--- config.mk ---
export PLATFORM = sky130hd
export DESIGN_NAME = uart_packet_rx
export DESIGN_NICKNAME = d
export VERILOG_FILES = /design/src/rtl/uart_packet_rx.sv
export SDC_FILE = /design/constraint.sdc
export NUM_CORES = 1
export LEC_CHECK = 0
export BUFFER_PORTS_ARGS = -buffer_cell sky130_fd_sc_hd__clkbuf_2
export CAP_MARGIN = 20
export CORE_UTILIZATION = 45
export CTS_CLUSTER_SIZE = 8
export DETAILED_ROUTE_END_ITERATION = 7
export PLACE_DENSITY = 0.74
export SETUP_SLACK_MARGIN = 0.2
export SLEW_MARGIN = 5
export SYNTH_ARGS = -nofsm -noshare
export SYNTH_HDL_FRONTEND = slang
export SYNTH_SLANG_ARGS = --single-unit
export TNS_END_PERCENT = 30
--- constraint.sdc ---
create_clock -name clk -period 5.4 [get_ports clk]
set_input_delay 1.62 -clock clk [delete_from_list [all_inputs] [get_ports clk]]
set_output_delay 1.62 -clock clk [all_outputs]
set_load 0.05 [all_outputs]
--- src/rtl/uart_packet_rx.sv ---
// uart_packet_rx
//   Deframes packets [0xA5][LEN][LEN payload bytes][CSUM] popped from a
//   standard (registered-output) RX FIFO. The payload is streamed on a
//   valid/ready port before the frame is validated. After each frame or
//   error, a one-byte ACK (0x06) or NAK (0x15) is pushed into the TX FIFO.
//
//   Optional feature macro: UART_PKT_TIMEOUT_EN enables the inter-byte
//   timeout, which rejects a stalled frame with err_code 3.
//
// Ports
//   clk, reset      clock; synchronous active-high reset
//   enable          1 = new RX FIFO reads allowed; 0 = hold
//   rx_empty        RX FIFO empty flag
//   rx_data         RX FIFO dout, valid the cycle after read_rx_data
//   read_rx_data    RX FIFO rd_en, single-cycle pulse
//   tx_full         TX FIFO full flag
//   tx_data         ACK/NAK byte; holds its last value between writes
//   write_tx_data   TX FIFO wr_en, single-cycle pulse
//   m_data/m_valid/m_ready/m_last  payload stream
//   frame_ok        1-cycle pulse: checksum good, ACK queued
//   frame_err       1-cycle pulse: frame rejected, NAK queued
//   err_code        with frame_err: 1 bad LEN, 2 bad CSUM, 3 timeout
module uart_packet_rx #(
   parameter int unsigned MAX_LEN        = 64,
   parameter int unsigned TIMEOUT_CYCLES = 100_000
) (
   input  logic       clk,
   input  logic       reset,
   input  logic       enable,
   input  logic       rx_empty,
   input  logic [7:0] rx_data,
   output logic       read_rx_data,
   input  logic       tx_full,
   output logic [7:0] tx_data,
   output logic       write_tx_data,
   output logic [7:0] m_data,
   output logic       m_valid,
   input  logic       m_ready,
   output logic       m_last,
   output logic       frame_ok,
   output logic       frame_err,
   output logic [1:0] err_code
);

   localparam logic [7:0] SYNC_BYTE   = 8'hA5;
   localparam logic [7:0] ACK_BYTE    = 8'h06;
   localparam logic [7:0] NAK_BYTE    = 8'h15;
   localparam logic [1:0] ERR_LEN     = 2'd1;
   localparam logic [1:0] ERR_CSUM    = 2'd2;
   localparam logic [1:0] ERR_TIMEOUT = 2'd3;

   typedef enum logic [2:0] {
      S_HUNT,
      S_LEN,
      S_PAY,
      S_PUSH,
      S_CSUM,
      S_REPLY
   } state_t;

   state_t     r_state;
   state_t     w_next;

   logic       r_rd_pend;
   logic [7:0] r_sum;
   logic [7:0] r_cnt;
   logic [7:0] r_m_data;
   logic       r_m_valid;
   logic       r_m_last;
   logic       r_ok;
   logic       r_err;
   logic [1:0] r_code;
   logic       r_nak;
   logic [7:0] r_tx_data;
   logic       r_wr;

   logic       w_byte_vld;
   logic       w_fetch;
   logic       w_rd;
   logic       w_go_reply;
   logic       w_reply_nak;
   logic [1:0] w_reply_code;
   logic       w_len_bad;
   logic [7:0] w_sum_next;
   logic       w_timeout;

   // A read issued last cycle means rx_data carries a fresh byte now.
   assign w_byte_vld = r_rd_pend;
   assign w_len_bad  = (rx_data == '0) || (32'(rx_data) > MAX_LEN);
   assign w_sum_next = r_sum + rx_data;

`ifdef UART_PKT_TIMEOUT_EN
   localparam int unsigned TO_W = $clog2(TIMEOUT_CYCLES + 1);

   logic [TO_W-1:0] r_to_cnt;
   logic            w_to_run;

   // Frozen while waiting on m_ready (S_PUSH) or while enable is low.
   assign w_to_run  = enable && (r_state == S_LEN || r_state == S_PAY || r_state == S_CSUM);
   assign w_timeout = w_to_run && !w_byte_vld && (r_to_cnt == TO_W'(TIMEOUT_CYCLES - 1));

   always_ff @(posedge clk) begin
      if (reset || r_state == S_HUNT || w_byte_vld) begin
         r_to_cnt <= '0;
      end else if (w_to_run) begin
         r_to_cnt <= r_to_cnt + TO_W'(1);
      end
   end
`else
   // Keeps the parameter referenced when the timeout is compiled out.
   localparam int unsigned unused_timeout_cycles = TIMEOUT_CYCLES;
   assign w_timeout = 1'b0;
`endif

   always_ff @(posedge clk) begin
      if (reset) begin
         r_state <= S_HUNT;
      end else begin
         r_state <= w_next;
      end
   end

   always_comb begin
      w_next       = r_state;
      w_fetch      = 1'b0;
      w_go_reply   = 1'b0;
      w_reply_nak  = 1'b0;
      w_reply_code = '0;
      case (r_state)
         S_HUNT: begin
            w_fetch = 1'b1;
            if (w_byte_vld && rx_data == SYNC_BYTE) w_next = S_LEN;
         end
         S_LEN: begin
            w_fetch = 1'b1;
            if (w_byte_vld) begin
               if (w_len_bad) begin
                  w_go_reply   = 1'b1;
                  w_reply_nak  = 1'b1;
                  w_reply_code = ERR_LEN;
               end else begin
                  w_next = S_PAY;
               end
            end
         end
         S_PAY: begin
            w_fetch = 1'b1;
            if (w_byte_vld) w_next = S_PUSH;
         end
         S_PUSH: begin
            if (m_ready) w_next = (r_cnt == 8'd1) ? S_CSUM : S_PAY;
         end
         S_CSUM: begin
            w_fetch = 1'b1;
            if (w_byte_vld) begin
               w_go_reply = 1'b1;
               if (w_sum_next != '0) begin
                  w_reply_nak  = 1'b1;
                  w_reply_code = ERR_CSUM;
               end
            end
         end
         S_REPLY: begin
            if (!tx_full) w_next = S_HUNT;
         end
         default: w_next = S_HUNT;
      endcase
      if (w_timeout) begin
         w_fetch      = 1'b0;
         w_go_reply   = 1'b1;
         w_reply_nak  = 1'b1;
         w_reply_code = ERR_TIMEOUT;
      end
      if (w_go_reply) w_next = S_REPLY;
      w_rd = w_fetch && enable && !rx_empty && !r_rd_pend && !reset;
   end

   always_ff @(posedge clk) begin
      if (reset) begin
         r_rd_pend <= 1'b0;
         r_sum     <= '0;
         r_cnt     <= '0;
         r_m_data  <= '0;
         r_m_valid <= 1'b0;
         r_m_last  <= 1'b0;
         r_ok      <= 1'b0;
         r_err     <= 1'b0;
         r_code    <= '0;
         r_nak     <= 1'b0;
         r_tx_data <= '0;
         r_wr      <= 1'b0;
      end else begin
         r_rd_pend <= w_rd;
         r_ok      <= 1'b0;
         r_err     <= 1'b0;
         r_code    <= '0;
         r_wr      <= 1'b0;
         case (r_state)
            S_HUNT: r_sum <= '0;
            S_LEN: begin
               if (w_byte_vld) begin
                  r_sum <= rx_data;
                  r_cnt <= rx_data;
               end
            end
            S_PAY: begin
               if (w_byte_vld) begin
                  r_m_data  <= rx_data;
                  r_m_valid <= 1'b1;
                  r_m_last  <= (r_cnt == 8'd1);
                  r_sum     <= w_sum_next;
               end
            end
            S_PUSH: begin
               if (m_ready) begin
                  r_m_valid <= 1'b0;
                  r_m_last  <= 1'b0;
                  r_cnt     <= r_cnt - 8'd1;
               end
            end
            S_REPLY: begin
               // The write is registered, so tx_data and write_tx_data
               // change together and tx_data holds between replies.
               if (!tx_full) begin
                  r_wr      <= 1'b1;
                  r_tx_data <= r_nak ? NAK_BYTE : ACK_BYTE;
               end
            end
            default: ;
         endcase
         if (w_go_reply) begin
            r_ok      <= !w_reply_nak;
            r_err     <= w_reply_nak;
            r_code    <= w_reply_code;
            r_nak     <= w_reply_nak;
            r_m_valid <= 1'b0;
            r_m_last  <= 1'b0;
         end
      end
   end

   assign read_rx_data  = w_rd;
   assign tx_data       = r_tx_data;
   assign write_tx_data = r_wr;
   assign m_data        = r_m_data;
   assign m_valid       = r_m_valid;
   assign m_last        = r_m_last;
   assign frame_ok      = r_ok;
   assign frame_err     = r_err;
   assign err_code      = r_code;

endmodule

======== Word-level counts from Yosys, hierarchy flattened ========
Cells that the tools add are included.
storage, ports and cells
  register bits after elaboration ......... 44
  bits in latches ......................... 0
  bits in writable memories ............... 0
  bits in read-only memories .............. 0
  input bits .............................. 14
  output and inout bits ................... 24
  word-level logic and storage cells ...... 102
  memories ................................ 0
operators by class
  add/subtract/negate cells ............... 2
  multipliers ............................. 0
  divide/modulo/power cells ............... 0
  order comparisons ....................... 1
  eq/ne operators ......................... 20
  shifts and indexed selects .............. 0
  multiplexer cells ....................... 34
  bitwise operators ....................... 4
  reductions and logical operators ........ 27
operator list
  kind                   number
  $mux W3                8
  $mux W8                3
  $pmux W8 S3            1
  $ne A3 B3 Y1 const B   6
  $pmux W3 S6            1
  $pmux W8 S2            1
  $ne A2 B2 Y1 const B   7
  $reduce_and A7 Y1      2
  $mux W1                12
  $reduce_and A3 Y1      3
  $add A8 B8 Y8          1
  $eq A8 B1 Y1 const B   1
  $eq A8 B8 Y1 const B   1
  $gt A8 B7 Y1 const B   1
  $logic_not A8 Y1       1
  $pmux W1 S2            4
  $reduce_bool A8 Y1     1
  $sub A8 B1 Y8 const B  1
  $eq A3 B2 Y1 const B   2
  $eq A3 B3 Y1 const B   2
  $reduce_or A2 Y1       3
  $logic_and A1 B1 Y1    5
  $mux W5                1
  $logic_not A1 Y1       4
  other kinds (10)       16

======== Depth between registers and ports, before layout ========
Gate-level depths: netlist (run 1).
  depth in word-level cells ............... 7
  mapped depth ............................ 7
  gate-level depth less buffers ........... 7

======== Worst setup path after synthesis (run 1) ========
Ideal clock, no wire load.
  kind .................................... input-to-output
  start ................................... input port reset
  end ..................................... output port read_rx_data
  arrival ................................. 2.609 ns
  data required time ...................... 3.780 ns
  setup slack ............................. 1.171 ns
  stages on the path ...................... 3
  buffers on the path ..................... 1
  cells stage by stage .................... clkbuf_1 -> nor4b_1 -> o21a_1
between the ends
  word-level cells in the longest chain between the ends .. 2
RTL lines
  element              RTL line  RTL
  from (decl)          28        input logic reset,
  $logic_not A1 Y1     175       w_rd = w_fetch && enable && !rx_empty && !r_rd_pend && !reset;
  $logic_and A1 B1 Y1  175
  to (decl)            32        output logic read_rx_data,
No other way between the ends.

======== Final worst setup path (run 1) ========
Same ends and word-level chain as after synthesis.

==> results of run 1 <==
[through the flow]
stage               hold WS, ps  instance area, µm²
global placement            433                2450
detailed placement          437                2450
floorplan                   441                2270
finish                      443                2530
global route                465                2530
CTS                         450                2530
[power by group through the flow]
stage	clock, W	combinational, W	sequential, W
final	0.000194	0.000218	0.000327
after global routing	0.000213	0.000244	0.000330
after CTS	0.000201	0.000216	0.000327
after detailed placement	0	0.000215	0.000333
after global placement	0	0.000211	0.000333
after floorplan	0	0.000183	0.000319
[kinds of logic after synthesis]
group,count (synthesis),synth area share [%]
AND/OR/NAND/NOR,115,26.2
multiplexers,3,1.33
AO/OA/AOI/OAI,92,25.5
other,1,0.166
XOR/XNOR,4,1.55
flip-flops,39,34.6
adder cells (fa/ha/maj),10,5.87
buffers and inverters,24,4.82
[routing by layer]
metal / vias up / track usage, % / wire length (µm)
li1: 1103 / - / -
met1: 1009 / 30.5 / 2710
met2: 68 / 31.9 / 2390
met3: 7 / 5.25 / 287
met4: 0 / 7.63 / 61
met5: - / 0 / 0
[layout make-up]
cell class              instances  share of cell area (%)
clock inverters                 2                   0.494
clock buffers                   6                    2.86
repair buffers                 34                    6.81
well taps                      67                    3.31
multi-input cells             228                    54.5
inverters                       8                    1.19
flip-flops and latches         39                    30.8
[worst min path at each step]
stage / startpoint / end / slack (ps)
final: tx_data[2] / tx_data[2] / 440
after global routing: tx_data[2] / tx_data[2] / 460
after CTS: tx_data[2] / tx_data[2] / 450
after detailed placement: tx_data[2] / tx_data[2] / 440
after global placement: tx_data[2] / tx_data[2] / 430
after floorplan: r_cnt[1] / r_cnt[1] / 440
[worst reg2reg max path: cells and delay by family, from the launching register on]
kind / cells / cell delay, ps
adder cells (fa/ha/maj): 2 / 600
AO/OA/AOI/OAI: 3 / 730
flip-flops: 1 / 320
AND/OR/NAND/NOR: 2 / 880
[registers in the layout, summed over array words and instances, names as in the netlist]
register / cells
err_code: 2
frame_err: 1
frame_ok: 1
m_data: 8
m_last: 1
m_valid: 1
r_cnt: 8
r_nak: 1
r_rd_pend: 1
r_state: 3
r_sum: 8
tx_data: 3
write_tx_data: 1
[cell usage in the layout (no fill, tap or decap), types with 7 or more instances in the layout]
cell / Yosys / layout
sky130_fd_sc_hd__a21oi_1: 29 / 29
sky130_fd_sc_hd__ha_1: 9 / 9
sky130_fd_sc_hd__clkbuf_2: 0 / 33
sky130_fd_sc_hd__a211oi_1: 10 / 10
sky130_fd_sc_hd__nor3_1: 12 / 12
sky130_fd_sc_hd__nand2_1: 32 / 32
sky130_fd_sc_hd__nor2_1: 30 / 30
sky130_fd_sc_hd__nand2b_1: 8 / 8
sky130_fd_sc_hd__dfxtp_1: 39 / 39
sky130_fd_sc_hd__o21ai_0: 18 / 18
sky130_fd_sc_hd__inv_1: 8 / 8
sky130_fd_sc_hd__a31oi_1: 7 / 7
==> out/qor.log, run 1 <==
[pwr] switching pwr 0.000262 W
[place] Setup WS pre-CTS 1220 ps
[pwr] proportion of total power due to net switching 35.4%
[routing] router iterations before antenna repair 4
[clock_tree] clock-pin slew of the registers on the worst-case setup and hold paths 70 ps
[cells_and_area] Final Net Count 340
[pwr] part of the total power dissipated in combinational logic 29.5%
[sta] final hold violations 0
[critical_path] dominant delay contributor by cell family on the critical path buffers and inverters
[clock_tree] Inserted Clock Buffers 5
[pwr] share of power burned in registers 44.2%
[place] number of buffer cells added on primary ports 33
[critical_path] WP data required 3780 ps
[routing] final wirelength 5450 µm
[synthesis] Post-synth EDFFs 0
[synthesis] average cell area after synthesis 7.85 µm²
[place] Routability Congestion 0.893
[sta] setup-violating endpoint count in the final report 0
[synthesis] commonest cells in the synthesized netlist sky130_fd_sc_hd__dfxtp_1, sky130_fd_sc_hd__nand2_1, sky130_fd_sc_hd__nor2_1
[die] floorplan core area 0.00479 mm²
[sta] total negative slack 0 ps
[sta] Final Slew Violations 0
[die] floorplan die area 0.00531 mm²
[critical_path] R2R setup slack 2760 ps
[routing] routed vias/inst 5.70
[synthesis] async set-or-reset flop fraction in the synthesized netlist 0%
[critical_path] critical path endpoint category output pin
[cells_and_area] Sequential Area 781 µm²
[cells_and_area] n_diodes 0
[cells_and_area] area used by multi-input combinational logic 0.00138 mm²
[grt] grt ovf 0
[critical_path] highest-delay cell along the critical path sky130_fd_sc_hd__nor4b_1
[run] number of max-cap violations 0
[routing] routed len/inst 14.2 µm
[grt] antenna violations before repair 0
[die] die span in x 72.9 µm
[clock_tree] TritonCTS clock tree done
[clock_tree] root buffer cell sky130_fd_sc_hd__clkbuf_8
[cells_and_area] Finished Layout Cells 384
[routing] count of vias placed by the detailed router 2,187
[synthesis] top area cells in the synthesized netlist sky130_fd_sc_hd__dfxtp_1, sky130_fd_sc_hd__a21oi_1, sky130_fd_sc_hd__nand2_1
[die] starting density of the core 47.2%
[critical_path] buffers plus inverters on the worst setup path 2
[hold_path] path type of the worst min-delay path reg2reg
[place] Cell Count Post-Placement 376
[critical_path] library cell appearing most often on the critical path sky130_fd_sc_hd__clkbuf_2
[critical_path] worst flop-to-flop path startpoint r_sum[0]
[cells_and_area] post-layout util 52.9%
[synthesis] sequential element share of the synthesized area 34.6%
[clock_tree] sink count of the clock tree 39
[sta] normalized max-slew margin 48.2%
[synthesis] distinct cell type count after synthesis 50
[synthesis] post-synth top area cell sky130_fd_sc_hd__dfxtp_1
[synthesis] number of warnings reported in the yosys synthesis log 0
[critical_path] sequence of cells on the critical path clkbuf_2 > nor4b_1 > o21a_1 > clkbuf_2
[cells_and_area] synthesis-to-finish area growth 12.1%
[hold_path] hold depth 2
[clock_tree] maximum count of clock buffers along a single path 2
[synthesis] most common cell in the synthesized netlist sky130_fd_sc_hd__dfxtp_1
[pwr] internal power 0.000478 W
[clock_tree] H-tree depth 2
[synthesis] netlist area before placement 0.00226 mm²
[sta] Fmax 239 MHz
[critical_path] class of the most critical setup path in2out
[critical_path] Reg-to-Reg End frame_ok
[critical_path] startpoint of the worst setup timing path reset
[synthesis] top flip-flop cell by instance count after synthesis sky130_fd_sc_hd__dfxtp_1
[routing] number of remaining DRC errors 0
[sta] unrepaired setup endpoints after global routing false
[die] total number of placement rows 25
[pwr] areal power density over the cells 292 mW/mm²
[cells_and_area] fraction of layout cells with a size suffix above 1 14.5%
[place] detailed placer's ending HPWL 3950 µm
[outcome] result of the run finished clean
[critical_path] startpoint type of the worst setup path input pin
[cells_and_area] # fillers 473
[sta] clock period minus final worst setup slack 4190 ps
[critical_path] Levels on crit path 4
[routing] antenna-violating nets left 0
[critical_path] Crit Path Max Fanout 2
[die] number of I/O pins 38
[pwr] worst supply voltage drop on vdd 0.173 mV
[grt] maximum number of pins on one net before global-route repair 38
[grt] Tot GR Track Use 21.6%
[routing] violation count after the first detailed-routing iteration 152
[grt] vias in the first global route 1,876
[sta] Least-Margin Pin Slew 776 ps
[pwr] clock share of power 26.3%
[clock_tree] hold bufs inserted after CTS 0
[synthesis] Synth Register Bits 39
[sta] period utilisation layout 77.5%
[pwr] leakage power of the design 0.955 nW
[clock_tree] clock insertion delay at the later pin of the skew report 290 ps
[pwr] overall power 0.000740 W
[synthesis] Post-Synthesis Cells 288
[clock_tree] buffers inserted during post-CTS setup optimization 0
[critical_path] maximum single-stage delay on the critical path 380 ps
[sta] Setup Skew 2.50 ps
[synthesis] share of the synthesized area in the top cell type 34.6%
[sta] setup ws final 1220 ps
[critical_path] Reg2Reg Depth 7
[grt] global-route wire length before repair 8890 µm
[critical_path] endpoint arrival time on the critical path 2560 ps
[die] Die Y-Extent 72.9 µm
[critical_path] CP Capture Point read_rx_data
[clock_tree] number of gates given a new drive strength after cts 0
No activity file was read; power rests on OpenSTA's default activity.
==> run 2: changes to the inputs <==
==> constraint.sdc (replaced) <==
create_clock -name clk -period 4.2 [get_ports clk]
set_input_delay 1.26 -clock clk [delete_from_list [all_inputs] [get_ports clk]]
set_output_delay 1.26 -clock clk [all_outputs]
set_load 0.05 [all_outputs]
==> run 2 against run 1 <==
Global-route usage increased by 0.57 points; core utilization unchanged; final area unchanged; critical path type unchanged; final cell count unchanged; first-iteration DRC count increased by 14%; die area unchanged; clock skew increased by 0.65 ps; largest cell class unchanged; worst hold slack improved by 5.7 ps; routed wire length increased by 3.6%; worst setup slack got worse by 480 ps.
==> out/qor.log, run 2 (synthesized netlist as in run 1, its figures left out) <==
[sta] setup-violating endpoint count in the final report 0
[pwr] leakage power of the design 0.955 nW
[grt] antenna violations before repair 0
[clock_tree] hold bufs inserted after CTS 0
[critical_path] Crit Path Max Fanout 2
[pwr] clock share of power 26.5%
[cells_and_area] synthesis-to-finish area growth 12.1%
[pwr] proportion of total power due to net switching 35.7%
[clock_tree] number of gates given a new drive strength after cts 0
[sta] clock period minus final worst setup slack 3470 ps
[routing] routed len/inst 14.7 µm
[place] detailed placer's ending HPWL 4140 µm
[sta] unrepaired setup endpoints after global routing false
[sta] period utilisation layout 82.5%
[pwr] areal power density over the cells 377 mW/mm²
[clock_tree] TritonCTS clock tree done
[die] Die Y-Extent 72.9 µm
[routing] count of vias placed by the detailed router 2,204
[pwr] worst supply voltage drop on vdd 0.228 mV
[place] Routability Congestion 0.875
[grt] vias in the first global route 1,904
[sta] total negative slack 0 ps
[sta] Fmax 288 MHz
[clock_tree] sink count of the clock tree 39
[die] die span in x 72.9 µm
[die] floorplan die area 0.00531 mm²
[routing] final wirelength 5650 µm
[critical_path] critical path endpoint category output pin
[pwr] share of power burned in registers 44.3%
[cells_and_area] Final Net Count 340
[cells_and_area] fraction of layout cells with a size suffix above 1 14.5%
[cells_and_area] # fillers 491
[critical_path] class of the most critical setup path in2out
[grt] global-route wire length before repair 9090 µm
[clock_tree] buffers inserted during post-CTS setup optimization 0
[clock_tree] H-tree depth 2
[outcome] result of the run finished clean
[clock_tree] root buffer cell sky130_fd_sc_hd__clkbuf_8
[die] number of I/O pins 38
[clock_tree] maximum count of clock buffers along a single path 2
[place] number of buffer cells added on primary ports 33
[grt] Tot GR Track Use 22.2%
[cells_and_area] area used by multi-input combinational logic 0.00138 mm²
[cells_and_area] commonest non-fill, non-tap cell in the layout sky130_fd_sc_hd__dfxtp_1
[die] total number of placement rows 25
[grt] global routing usage on met1 31.6%
[die] starting density of the core 47.2%
[critical_path] startpoint type of the worst setup path input pin
[cells_and_area] Sequential Area 781 µm²
[sta] Final Slew Violations 0
[clock_tree] clock-pin slew of the registers on the worst-case setup and hold paths 80 ps
[grt] Global Route met2 Usage 33.9%
[pwr] switching pwr 0.000341 W
[cells_and_area] n_diodes 0
[pwr] overall power 0.000955 W
[hold_path] path type of the worst min-delay path reg2reg
[routing] antenna-violating nets left 0
[clock_tree] clock insertion delay at the later pin of the skew report 300 ps
[grt] global-route met3 utilization 4.01%
[routing] number of remaining DRC errors 0
[routing] routed vias/inst 5.74
[run] number of max-cap violations 0
[sta] final hold violations 0
[routing] violation count after the first detailed-routing iteration 174
[critical_path] endpoint arrival time on the critical path 2210 ps
[critical_path] WP data required 2940 ps
[grt] busiest metal layer after global routing met2
[die] floorplan core area 0.00479 mm²
[cells_and_area] final std cell area, no fill 0.00253 mm²
[grt] grt ovf 0
[grt] maximum number of pins on one net before global-route repair 38
[routing] router iterations before antenna repair 4
[clock_tree] Inserted Clock Buffers 5
[place] placed inst area 0.00245 mm²
[sta] normalized max-slew margin 53.2%
[sta] Least-Margin Pin Slew 700 ps
[sta] Setup Skew 3.14 ps
[pwr] part of the total power dissipated in combinational logic 29.2%
[pwr] internal power 0.000615 W
[cells_and_area] commonest cells after routing, fill and taps aside sky130_fd_sc_hd__dfxtp_1, sky130_fd_sc_hd__clkbuf_2, sky130_fd_sc_hd__nand2_1
-- run 2: cell counts in the layout (fill, tap and decap cells not counted) --
Identical to the previous run, type by type.
-- run 2: power groups by stage --
stage,registers [W],clock network (W),logic (W)
after floorplan,0.000411,0,0.000235
after global placement,0.000428,0,0.000270
after detailed placement,0.000430,0,0.000275
after CTS,0.000422,0.000256,0.000275
after global routing,0.000427,0.000271,0.000312
final,0.000423,0.000253,0.000279
-- run 2: stage by stage --
stage	util [%]	hold WS [ps]	instances	worst slack (ps)
detailed placement	51.2	442	376	462
CTS	52.9	453	384	726
floorplan	-	441	291	691
global route	52.9	469	384	640
global placement	51.2	432	376	528
finish	52.9	449	384	733
-- run 2: critical path, stage by stage --
cell                       delay [ps]
sky130_fd_sc_hd__clkbuf_2         120
sky130_fd_sc_hd__nor4b_1          380
sky130_fd_sc_hd__o21a_1           180
sky130_fd_sc_hd__clkbuf_2         260
-- run 2: area by class of cell --
class | count | area share (%)
clock inverter | 2 | 0.494
tap | 67 | 3.31
timing repair buffer | 34 | 6.81
clock buffer | 6 | 2.86
inverter | 8 | 1.19
multi-input combinational | 228 | 54.5
sequential | 39 | 30.8
-- run 2: final timing paths --
kind	endpoint	startpoint	slack (ps)	cells after the start
worst max-delay path	read_rx_data	reset	730	4
worst min-delay path	tx_data[2]	tx_data[2]	450	2
worst max register to register	frame_ok	r_sum[0]	1610	7
worst min register to register	tx_data[2]	tx_data[2]	450	2
-- run 2: routing by layer --
layer / vias to the layer above / wire length [µm]
met2: 75 / 2500
li1: 1096 / -
met3: 5 / 335
met5: - / 0
met4: 0 / 59
met1: 1028 / 2750
==> run 3: changes to the inputs <==
--- a/config.mk
+++ b/config.mk
@@ -5,12 +5,13 @@
 export SDC_FILE = /design/constraint.sdc
 export NUM_CORES = 1
 export LEC_CHECK = 0
+export ABC_AREA = 1
 export BUFFER_PORTS_ARGS = -buffer_cell sky130_fd_sc_hd__clkbuf_2
 export CAP_MARGIN = 20
 export CORE_UTILIZATION = 45
 export CTS_CLUSTER_SIZE = 8
 export DETAILED_ROUTE_END_ITERATION = 7
-export PLACE_DENSITY = 0.74
+export PLACE_DENSITY = 0.77
 export SETUP_SLACK_MARGIN = 0.2
 export SLEW_MARGIN = 5
 export SYNTH_ARGS = -nofsm -noshare
==> constraint.sdc (replaced) <==
create_clock -name clk -period 3.1 [get_ports clk]
set_input_delay 0.93 -clock clk [delete_from_list [all_inputs] [get_ports clk]]
set_output_delay 0.93 -clock clk [all_outputs]
set_load 0.05 [all_outputs]
==> run 3 against run 2 <==
Final area increased by 2.5%; clock skew grew 6.1 ps; final cell count grew 15%; largest power group is now combinational cells.
==> out/qor.log, run 3 <==
[clock_tree] sink count of the clock tree 39
[critical_path] WP data required 2170 ps
[cells_and_area] synthesis-to-finish area growth 12.3%
[clock_tree] clock insertion delay at the later pin of the skew report 290 ps
[clock_tree] TritonCTS clock tree done
[sta] final hold violations 0
[critical_path] Crit Path Max Fanout 10
[outcome] result of the run finished clean
[synthesis] number of warnings reported in the yosys synthesis log 0
[grt] busiest metal layer after global routing met2
[synthesis] simple logic cell fraction of the synthesized area 28.9%
[cells_and_area] commonest non-fill, non-tap cell in the layout sky130_fd_sc_hd__nand2_1
[clock_tree] maximum count of clock buffers along a single path 2
[place] number of buffer cells added on primary ports 33
[synthesis] distinct cell type count after synthesis 43
[clock_tree] H-tree depth 2
[sta] Fmax 362 MHz
[synthesis] netlist area before placement 0.00231 mm²
[grt] global-route met3 utilization 4.94%
[sta] unrepaired setup endpoints after global routing false
[routing] final wirelength 5260 µm
[die] floorplan die area 0.00543 mm²
[grt] Tot GR Track Use 21.5%
[cells_and_area] Final Net Count 399
[critical_path] sequence of cells on the critical path inv_2 > nand2_2 > nor2_4 > inv_6 > nand2_4 > o2111ai_1 > inv_1 > clkbuf_2
[routing] count of vias placed by the detailed router 2,215
[routing] routed vias/inst 5.00
[die] floorplan core area 0.00485 mm²
[critical_path] endpoint arrival time on the critical path 1830 ps
[place] Routability Congestion 0.901
[place] detailed placer's ending HPWL 3980 µm
[sta] Least-Margin Pin Slew 690 ps
[sta] setup ws final 338 ps
[routing] routed len/inst 11.9 µm
[cells_and_area] commonest cells after routing, fill and taps aside sky130_fd_sc_hd__nand2_1, sky130_fd_sc_hd__inv_1, sky130_fd_sc_hd__dfxtp_1
[grt] antenna violations before repair 0
[critical_path] highest-delay cell along the critical path sky130_fd_sc_hd__dfxtp_1
[cells_and_area] fraction of layout cells with a size suffix above 1 17.0%
[place] Setup WS pre-CTS 339 ps
[cells_and_area] n_diodes 0
[synthesis] compound-gate portion of the synthesized area 18.7%
[critical_path] critical path endpoint category output pin
[hold_path] path type of the worst min-delay path reg2reg
[die] die span in x 73.7 µm
[synthesis] most common cell in the synthesized netlist sky130_fd_sc_hd__nand2_1
[clock_tree] root buffer cell sky130_fd_sc_hd__clkbuf_8
[grt] maximum number of pins on one net before global-route repair 16
[clock_tree] number of gates given a new drive strength after cts 0
[grt] vias in the first global route 2,038
[critical_path] startpoint type of the worst setup path flip-flop
[pwr] worst supply voltage drop on vdd 0.430 mV
[sta] clock period minus final worst setup slack 2760 ps
[pwr] leakage power of the design 1.27 nW
[grt] global routing usage on met1 28.7%
[synthesis] share of synthesized cell area in full adder, half adder and majority cells 5.73%
[sta] setup-violating endpoint count in the final report 0
[clock_tree] hold bufs inserted after CTS 0
[routing] number of remaining DRC errors 0
[synthesis] top flip-flop cell by instance count after synthesis sky130_fd_sc_hd__dfxtp_1
[routing] antenna-violating nets left 0
[clock_tree] Inserted Clock Buffers 5
[synthesis] average cell area after synthesis 6.78 µm²
[sta] normalized max-slew margin 53.6%
[synthesis] commonest cells in the synthesized netlist sky130_fd_sc_hd__nand2_1, sky130_fd_sc_hd__inv_1, sky130_fd_sc_hd__dfxtp_1
[pwr] areal power density over the cells 695 mW/mm²
[sta] total negative slack 0 ps
[critical_path] maximum single-stage delay on the critical path 410 ps
[synthesis] fraction of synthesized area in multiplexers 0%
[synthesis] top area cells in the synthesized netlist sky130_fd_sc_hd__dfxtp_1, sky130_fd_sc_hd__nand2_1, sky130_fd_sc_hd__a21oi_1
[die] number of I/O pins 38
[synthesis] async set-or-reset flop fraction in the synthesized netlist 0%
[sta] period utilisation layout 89.1%
[synthesis] largest family of logic cells by synthesized area simple AND/OR/NAND/NOR gates
[synthesis] share of the synthesized area in the top cell type 33.7%
[synthesis] Synth Register Bits 39
[synthesis] Post-synth EDFFs 0
[die] Die Y-Extent 73.7 µm
[routing] router iterations before antenna repair 4
[synthesis] post-synth top area cell sky130_fd_sc_hd__dfxtp_1
[synthesis] sequential element share of the synthesized area 33.7%
[grt] grt ovf 0
[sta] Final Slew Violations 0
[clock_tree] clock-pin slew of the registers on the worst-case setup and hold paths 80 ps
[grt] Global Route met2 Usage 32.6%
[die] total number of placement rows 25
[synthesis] Post-Synthesis Cells 341
[critical_path] class of the most critical setup path reg2out
[synthesis] synthesized-area fraction occupied by xor and xnor cells 0.757%
[routing] violation count after the first detailed-routing iteration 130
[sta] Setup Skew 9.28 ps
[pwr] overall power 0.00181 W
[run] number of max-cap violations 0
[die] starting density of the core 47.7%
[grt] global-route wire length before repair 9010 µm
[clock_tree] buffers inserted during post-CTS setup optimization 0
==> run 3: changes by cell type after synthesis, sizes merged, moves of 7 or more <==
cell and delta:
a211oi -8, nand2b -8, nor2 +9, nand2 +44, a21oi +9, o21ai +8
clkbuf -8, or3 -7, inv +42, nand3 +23
==> run 3: kinds of logic (layout without fill, tap and decap cells) <==
group / after synthesis / in the layout
AND/OR/NAND/NOR: 151 / 151
AO/OA/AOI/OAI: 76 / 76
buffers and inverters: 62 / 94
flip-flops: 39 / 39
adder cells (fa/ha/maj): 10 / 10
XOR/XNOR: 2 / 2
other: 1 / 4
==> run 3: worst paths after layout <==
| kind | slack [ps] | depth (start not counted) | from | endpoint |
|---|---|---|---|---|
| worst min-delay path | 470 | 2 | m_valid | m_valid |
| worst max-delay path | 340 | 8 | r_state[2] | read_rx_data |
| worst min register to register | 470 | 2 | m_valid | m_valid |
| worst max register to register | 1030 | 11 | r_sum[0] | r_nak |
==> run 3: power by group <==
group | switching [W] | internal (W) | leakage (nW)
Sequential | 0.0000629 | 0.000579 | 0.316
Clock | 0.000174 | 0.000157 | 0.0412
Combinational | 0.000544 | 0.000289 | 0.914
==> run 3: critical path, delay by kind of cell (launching register included) <==
kind | cells | cell delay [ps]
flip-flops | 1 | 410
buffers and inverters | 4 | 540
AND/OR/NAND/NOR | 3 | 450
AO/OA/AOI/OAI | 1 | 130
==> run 3: per-stage QoR <==
step / cells / utilization, % / area, µm² / hold slack (ps)
finish: 443 / 53.6 / 2600 / 471
global route: 443 / 53.6 / 2600 / 514
CTS: 443 / 53.6 / 2600 / 471
detailed placement: 435 / 51.8 / 2510 / 459
global placement: 435 / 51.8 / 2510 / 452
floorplan: 344 / - / 2320 / 429
==> run 3: layer usage <==
layer	share of wire (%)	vias up	routed length (µm)
li1	-	1170	-
met1	46	964	2440
met2	45	72	2390
met3	6.6	9	347
met4	1.5	0	78
met5	0	-	0
==> run 3: cell type report <==
| cell class | count | area (µm²) |
|---|---|---|
| Sequential cell | 39 | 781 |
| Fill cell | 466 | 2250 |
| Tap cell | 67 | 83.8 |
| Clock inverter | 2 | 12.5 |
| Timing Repair Buffer | 36 | 188 |
| Multi-Input combinational cell | 243 | 1260 |
| Clock buffer | 6 | 72.6 |
| Inverter | 50 | 195 |
